### config.mk
export PLATFORM = sky130hd
export DESIGN_NAME = capture_seq
export DESIGN_NICKNAME = d
export VERILOG_FILES = /design/src/rtl/capture_pkg.sv /design/src/rtl/capture_bank_tracker.sv /design/src/rtl/capture_seq.sv
export SDC_FILE = /design/constraint.sdc
export NUM_CORES = 1
export LEC_CHECK = 0
export ABC_CLOCK_PERIOD_IN_PS = 3560
export BUFFER_PORTS_ARGS = -buffer_cell sky130_fd_sc_hd__buf_2
export CORE_MARGIN = 1
export CORE_UTILIZATION = 30
export DETAILED_ROUTE_END_ITERATION = 10
export GPL_TIMING_DRIVEN = 1
export HOLD_SLACK_MARGIN = 0.1
export PLACE_DENSITY = 0.48
export REMOVE_ABC_BUFFERS = 1
export SKIP_LAST_GASP = 1
export SLEW_MARGIN = 20
export SYNTH_ARGS = -nofsm -noshare
export SYNTH_HDL_FRONTEND = slang
export SYNTH_SLANG_ARGS = --single-unit
### constraint.sdc
create_clock -name LVDS_CLK -period 3.56 [get_ports LVDS_CLK]
set_clock_uncertainty 0.15 [all_clocks]
set_input_delay 0.178 -clock LVDS_CLK [delete_from_list [all_inputs] [get_ports LVDS_CLK]]
set_output_delay 0.178 -clock LVDS_CLK [all_outputs]
set_load 0.02 [all_outputs]
### src/rtl/capture_pkg.sv
// Shared constants for the LVDS capture sequencer: state encoding, buffer
// geometry defaults and the number of ping-pong banks.
package capture_pkg;

  localparam int DEF_BUFFER_SIZE = 4096;
  localparam int DEF_ADDR_W      = 12;
  localparam int NUM_BANKS       = 2;

  localparam logic [2:0] ST_IDLE    = 3'd0;
  localparam logic [2:0] ST_ARM     = 3'd1;
  localparam logic [2:0] ST_TRIG    = 3'd2;
  localparam logic [2:0] ST_CAPTURE = 3'd3;
  localparam logic [2:0] ST_COMMIT  = 3'd4;

endpackage

### src/rtl/capture_bank_tracker.sv
// Ping-pong bank bookkeeping: full flags, write pointer, release handling and
// the sticky overrun flag raised while ARM waits on a full bank.
module capture_bank_tracker
  import capture_pkg::*;
(
  input  logic                 clk,
  input  logic                 rst_n,
  input  logic                 i_commit,
  input  logic                 i_arm,
  input  logic [NUM_BANKS-1:0] i_release,
  input  logic                 i_ovr_clr,
  output logic [NUM_BANKS-1:0] o_bank_full,
  output logic                 o_ptr,
  output logic                 o_cur_full,
  output logic                 o_overrun
);

  logic [NUM_BANKS-1:0] r_bank_full;
  logic                 r_ptr;
  logic                 r_overrun;
  logic [NUM_BANKS-1:0] w_set;
  logic                 w_cur_full;

  assign w_set      = {i_commit & r_ptr, i_commit & ~r_ptr};
  assign w_cur_full = r_bank_full[r_ptr];

  // NOTE: state registers use non-blocking assignments so every flop samples
  // pre-edge values regardless of statement order.
  always_ff @(posedge clk or negedge rst_n) begin
    if (!rst_n) begin
      r_bank_full <= '0;
      r_ptr       <= 1'b0;
      r_overrun   <= 1'b0;
    end else begin
      // A commit setting a bank beats a release of that same bank.
      r_bank_full <= w_set | (r_bank_full & ~i_release);
      if (i_commit)
        r_ptr <= ~r_ptr;
      if (i_arm && w_cur_full)
        r_overrun <= 1'b1;
      else if (i_ovr_clr)
        r_overrun <= 1'b0;
    end
  end

  assign o_bank_full = r_bank_full;
  assign o_ptr       = r_ptr;
  assign o_cur_full  = w_cur_full;
  assign o_overrun   = r_overrun;

endmodule

### src/rtl/capture_seq.sv
// LVDS capture sequencer: turns start/stop/cont into buffer write strobes.
// Define CAPTURE_SEQ_TRIG_EN to add a pattern-trigger state before capture.
module capture_seq
  import capture_pkg::*;
#(
  parameter int BUFFER_SIZE = DEF_BUFFER_SIZE,
  parameter int ADDR_W      = DEF_ADDR_W,
  parameter int FRAME_CNT_W = 16
) (
  input  logic                   LVDS_CLK,
  input  logic                   LVDS_RESETN,
  input  logic                   start,
  input  logic                   cont,
  input  logic                   stop,
  input  logic [NUM_BANKS-1:0]   bank_release,
  input  logic                   ovr_clr,
`ifdef CAPTURE_SEQ_TRIG_EN
  input  logic [3:0]             lvds_in,
  input  logic [3:0]             trig_pattern,
`endif
  output logic                   wr_en,
  output logic [ADDR_W-1:0]      wr_addr,
  output logic                   wr_bank,
  output logic [NUM_BANKS-1:0]   bank_full,
  output logic                   busy,
  output logic                   done,
  output logic                   overrun,
  output logic [FRAME_CNT_W-1:0] frame_cnt
);

  logic [2:0]             r_state;
  logic [2:0]             w_next_state;
  logic [ADDR_W-1:0]      r_addr;
  logic                   r_cont;
  logic [FRAME_CNT_W-1:0] r_frame_cnt;
  logic                   w_commit;
  logic                   w_arm;
  logic                   w_last;
  logic                   w_ptr;
  logic                   w_cur_full;
  logic                   w_overrun;
  logic [NUM_BANKS-1:0]   w_bank_full;

  assign w_commit = (r_state == ST_COMMIT);
  assign w_arm    = (r_state == ST_ARM);
  assign w_last   = (r_addr == ADDR_W'(BUFFER_SIZE - 1));

`ifdef CAPTURE_SEQ_TRIG_EN
  logic w_trig_hit;
  // The matching sample is itself written as address 0.
  assign w_trig_hit = (r_state == ST_TRIG) && (lvds_in == trig_pattern) && !stop;
`endif

  capture_bank_tracker u_tracker (
    .clk         (LVDS_CLK),
    .rst_n       (LVDS_RESETN),
    .i_commit    (w_commit),
    .i_arm       (w_arm),
    .i_release   (bank_release),
    .i_ovr_clr   (ovr_clr),
    .o_bank_full (w_bank_full),
    .o_ptr       (w_ptr),
    .o_cur_full  (w_cur_full),
    .o_overrun   (w_overrun)
  );

  // NOTE: the next-state default is assigned first so no path infers a latch.
  always_comb begin
    w_next_state = r_state;
    case (r_state)
      ST_IDLE:    if (start) w_next_state = ST_ARM;
      ST_ARM: begin
        if (stop)
          w_next_state = ST_IDLE;
        else if (!w_cur_full)
`ifdef CAPTURE_SEQ_TRIG_EN
          w_next_state = ST_TRIG;
`else
          w_next_state = ST_CAPTURE;
`endif
      end
`ifdef CAPTURE_SEQ_TRIG_EN
      ST_TRIG: begin
        if (stop)
          w_next_state = ST_IDLE;
        else if (w_trig_hit)
          w_next_state = ST_CAPTURE;
      end
`endif
      ST_CAPTURE: if (w_last) w_next_state = ST_COMMIT;
      ST_COMMIT:  w_next_state = (r_cont && !stop) ? ST_ARM : ST_IDLE;
      default:    w_next_state = ST_IDLE;
    endcase
  end

  always_ff @(posedge LVDS_CLK or negedge LVDS_RESETN) begin
    if (!LVDS_RESETN) begin
      r_state     <= ST_IDLE;
      r_addr      <= '0;
      r_cont      <= 1'b0;
      r_frame_cnt <= '0;
    end else begin
      r_state <= w_next_state;
      // cont is sampled only when a start is accepted; stop only ever clears it.
      if (r_state == ST_IDLE && start)
        r_cont <= cont;
      else if (stop)
        r_cont <= 1'b0;
      if (r_state == ST_CAPTURE)
        r_addr <= w_last ? '0 : r_addr + ADDR_W'(1);
`ifdef CAPTURE_SEQ_TRIG_EN
      else if (w_trig_hit)
        r_addr <= ADDR_W'(1);
`endif
      if (w_commit)
        r_frame_cnt <= r_frame_cnt + FRAME_CNT_W'(1);
    end
  end

`ifdef CAPTURE_SEQ_TRIG_EN
  assign wr_en = (r_state == ST_CAPTURE) || w_trig_hit;
`else
  assign wr_en = (r_state == ST_CAPTURE);
`endif
  assign wr_addr   = r_addr;
  assign wr_bank   = w_ptr;
  assign bank_full = w_bank_full;
  assign busy      = (r_state != ST_IDLE);
  assign done      = w_commit;
  assign overrun   = w_overrun;
  assign frame_cnt = r_frame_cnt;

endmodule

==> reports/qor.json <==
{
  "min_period_over_period_pct": 68.33,
  "yosys_warnings": 0,
  "count_of_buffers_inserted_at_the_top_level_ports": 42,
  "result_of_the_run": "completed",
  "report.final.slew_viol_count": 0,
  "chipWidth_um": 77.56,
  "via_per_inst": 4.841,
  "post-route-drc-count": 0,
  "unrepaired_setup_endpoints_after_global_routing": "no",
  "setup_viol": 0,
  "multiInputGateArea_um2": 744.5,
  "number_of_instances_in_the_synthesized_netlist": 167,
  "grt_antenna_before_repair": 0,
  "worst_slew_pin_slew_ns": 0.8093,
  "synth_compound_area_share_pct": 6.428,
  "final_antenna_net_count": 0,
  "clock_tree_from_tritoncts": "built",
  "cp_data_required_time_ns": 3.64,
  "grt_util_all_layers_pct": 13.52,
  "hold_violations": 0,
  "cts.reportedPaths.clkPinSlew_ns": 0.08,
  "detailedRoute.firstIterationViolations": 49,
  "worst-setup-path-type": "register to register",
  "sw_frac_of_total_pct": 35.86,
  "cts-root-to-sink-buffers": 2,
  "wire_length_of_the_first_global_routing_pass_um": 6396,
  "die_height_um": 77.56,
  "finalWorstSetupSlack_ns": 1.128,
  "fin_worst_hold_slack_ns": 0.1319,
  "cts.hold.buffers_added": 7,
  "grt_start_max_net_pins": 37,
  "netlist_area_um2": 1713,
  "clkSinkCount": 36,
  "final_cells": 289,
  "start_kind": "register",
  "numPlacedInstances": 274,
  "floorplan.core_area_um2": 5507,
  "worst_skew_pair.late_latency_ns": 0.29,
  "firstDrtPassIters": 5,
  "synthesis.area_per_instance_um2": 10.26,
  "synth-simple-area-share_pct": 22.94,
  "placed_area_um2": 1972,
  "num_io_pins": 43,
  "post-synth-top-area-cell": "sky130_fd_sc_hd__dfrtp_1",
  "pre_cts_setup_slack_ns": 1.539,
  "yosys.area_share.adder_pct": 1.461,
  "post_synth_xor_area_fraction_pct": 10.74,
  "comb_power_share_pct": 24.4,
  "numCtsBuffers": 5,
  "cts.repair_timing.setup_buffer_count": 0,
  "floorplan.die_area_um2": 6016,
  "top_fanout_value_on_the_critical_path": 9,
  "post_route_cells_drive_above_1_share_pct": 25.35,
  "share_clk_of_total_power_pct": 26.7,
  "min_period_ns": 2.432,
  "seqCellArea_um2": 900.9,
  "placed_wire_length_estimate_after_detailed_placement_um": 2570,
  "clock_tree.root_cell": "sky130_fd_sc_hd__clkbuf_8",
  "p_leak_nw": 1.019,
  "fin_setup_tns_ns": 0,
  "postCtsResizedCells": 0,
  "postSynthRegisterBits": 36,
  "power.ir.vdd_worst_v": 0.0003083,
  "globalplace.congestion": 0.7414,
  "cell_int_power_uw": 690.4,
  "vias_in_the_first_global_route": 1346,
  "post_synth_main_area_contributors": "sky130_fd_sc_hd__dfrtp_1, sky130_fd_sc_hd__xnor2_1, sky130_fd_sc_hd__nand2_1, sky130_fd_sc_hd__nand3_1, sky130_fd_sc_hd__nand4_1",
  "cap_viol_max_count": 0,
  "timing.max_slew.rel_slack_pct": 46.05,
  "hold_path_class": "input port to register",
  "power.net_switching_uw": 386.1,
  "worst_setup_path_end_kind": "register",
  "initial_core_util_pct": 31.11,
  "fmaxAchievable_ghz": 0.4111,
  "area_growth_pct": 24.32,
  "insertedDiodeCount": 0,
  "seq_power_share_pct": 48.9,
  "muxShareOfSynthArea_pct": 1.899,
  "final_design_area_no_fill_um2": 2130,
  "synth_top_family_by_area": "simple AND/OR/NAND/NOR gates",
  "total_number_of_nets_in_the_final_design": 226,
  "fillers": 562,
  "synth.top_cell.area_share_pct": 52.59,
  "cellPowerDensity_nw_per_um2": 505.5,
  "detail_routed_net_length_per_standard_cell_um": 12.66,
  "overflow": 0,
  "fp-row-count": 27,
  "worstPathArrival_ns": 2.51,
  "cts_htree_levels": 2,
  "routed_wirelength_um": 3658,
  "synth.distinct_cells": 40,
  "dr_total_vias": 1399,
  "synth-seq-area-share_pct": 52.59
}
per-layer routing:
layer,global-route usage [%],vias up,wire (um)
li1,-,685,-
met1,17.90,669,1765
met2,21.33,40,1679
met3,4.000,5,186
met4,3.774,0,27
met5,0,-,0
logic make-up after synthesis:
family	count (synthesis)
adders and majority gates	2
xor gates and xnor gates	21
muxes	3
and+or+nand+nor	73
buffers and inverters	14
DFF	36
AOI/OAI and AO/OA	18
per-stage QoR:
stage	util [%]	power (mW)
2_1_floorplan	-	0.6893
3_3_place_gp	35.81	0.7897
3_5_place_dp	35.81	0.7867
4_1_cts	38.67	1.094
5_1_grt	38.67	1.150
6_report	38.67	1.077
flip-flops by register name, summed over array words and instances (netlist names):
register,flops
u_tracker.o_overrun,1
u_tracker.o_bank_full,2
r_state,3
r_cont,1
wr_addr,12
frame_cnt,16
u_tracker.o_ptr,1
worst max-delay path, cell delays in order, from the launching register on:
cell and delay (ns):
sky130_fd_sc_hd__dfrtp_1 0.46, sky130_fd_sc_hd__or3_1 0.41, sky130_fd_sc_hd__nor2_1 0.12, sky130_fd_sc_hd__nand2_1 0.06, sky130_fd_sc_hd__dlygate4sd3_1 0.54, sky130_fd_sc_hd__o21ai_0 0.07, sky130_fd_sc_hd__dlygate4sd3_1 0.56
area by class of cell:
| class | count | share of cell area (%) |
|---|---|---|
| multi-input cells | 117 | 34.96 |
| flip-flops and latches | 36 | 42.30 |
| repair buffers | 49 | 13.16 |
| clock inverters | 3 | 0.8813 |
| clock buffers | 5 | 3.231 |
| inverters | 7 | 1.234 |
| well taps | 72 | 4.230 |
power by group through the flow:
stage	combinational, mW	sequential, mW	clock [mW]
finish	0.263	0.526	0.288
floorplan	0.142	0.547	0
global route	0.299	0.535	0.315
CTS	0.266	0.526	0.302
global placement	0.255	0.534	0
detailed placement	0.254	0.532	0
worst paths after layout:
path,from,to,slack [ns],cells past startpoint
worst max-delay path,r_state[2],r_cont,1.13,6
worst min-delay path,stop,r_state[1],0.13,4
worst max register to register,r_state[2],r_cont,1.13,6
worst min register to register,frame_cnt[15],frame_cnt[15],0.32,1
max in group asynchronous,LVDS_RESETN,wr_addr[10],2.38,2
min in group asynchronous,LVDS_RESETN,u_tracker.o_bank_full[1],0.36,2
cells in the mapped netlist:
cell,n
sky130_fd_sc_hd__a21oi_1,4
sky130_fd_sc_hd__a22o_1,1
sky130_fd_sc_hd__a31oi_1,1
sky130_fd_sc_hd__and3_1,3
sky130_fd_sc_hd__and4_1,1
sky130_fd_sc_hd__buf_2,3
sky130_fd_sc_hd__buf_4,1
sky130_fd_sc_hd__buf_6,1
sky130_fd_sc_hd__clkbuf_1,2
sky130_fd_sc_hd__clkinv_1,1
sky130_fd_sc_hd__dfrtp_1,36
sky130_fd_sc_hd__ha_1,2
sky130_fd_sc_hd__inv_1,6
sky130_fd_sc_hd__mux2_2,2
sky130_fd_sc_hd__mux2i_1,1
sky130_fd_sc_hd__nand2_1,20
sky130_fd_sc_hd__nand2b_1,2
sky130_fd_sc_hd__nand3_1,12
sky130_fd_sc_hd__nand3_2,1
sky130_fd_sc_hd__nand3b_1,1
sky130_fd_sc_hd__nand4_1,9
sky130_fd_sc_hd__nand4bb_1,1
sky130_fd_sc_hd__nor2_1,10
sky130_fd_sc_hd__nor3_1,3
sky130_fd_sc_hd__nor3_4,1
sky130_fd_sc_hd__nor3b_1,1
sky130_fd_sc_hd__nor4_1,3
sky130_fd_sc_hd__nor4b_1,1
sky130_fd_sc_hd__o211ai_1,1
sky130_fd_sc_hd__o21ai_0,7
sky130_fd_sc_hd__o221ai_1,1
sky130_fd_sc_hd__o22ai_1,1
sky130_fd_sc_hd__o311ai_0,1
sky130_fd_sc_hd__o41ai_1,1
sky130_fd_sc_hd__or2_2,1
sky130_fd_sc_hd__or3_1,1
sky130_fd_sc_hd__or3b_1,1
sky130_fd_sc_hd__or4_1,1
sky130_fd_sc_hd__xnor2_1,18
sky130_fd_sc_hd__xor2_1,3
cell usage in the layout (no fill, tap or decap), types with 2 or more instances in the layout:
master                          Yosys  final
sky130_fd_sc_hd__nand2_1           20     20
sky130_fd_sc_hd__xnor2_1           18     18
sky130_fd_sc_hd__ha_1               2      2
sky130_fd_sc_hd__mux2_2             2      2
sky130_fd_sc_hd__and3_1             3      3
sky130_fd_sc_hd__a21oi_1            4      4
sky130_fd_sc_hd__clkbuf_8           0      5
sky130_fd_sc_hd__nor4_1             3      3
sky130_fd_sc_hd__nand3_1           12     12
sky130_fd_sc_hd__nor2_1            10     10
sky130_fd_sc_hd__dfrtp_1           36     36
sky130_fd_sc_hd__buf_2              3     42
sky130_fd_sc_hd__nor3_1             3      3
sky130_fd_sc_hd__inv_1              6      6
sky130_fd_sc_hd__xor2_1             3      3
sky130_fd_sc_hd__nand2b_1           2      2
sky130_fd_sc_hd__nand4_1            9      9
sky130_fd_sc_hd__clkinv_2           0      2
sky130_fd_sc_hd__dlygate4sd3_1      0      7
sky130_fd_sc_hd__o21ai_0            7      7
Note: power is estimated with default switching activity, not from simulation.
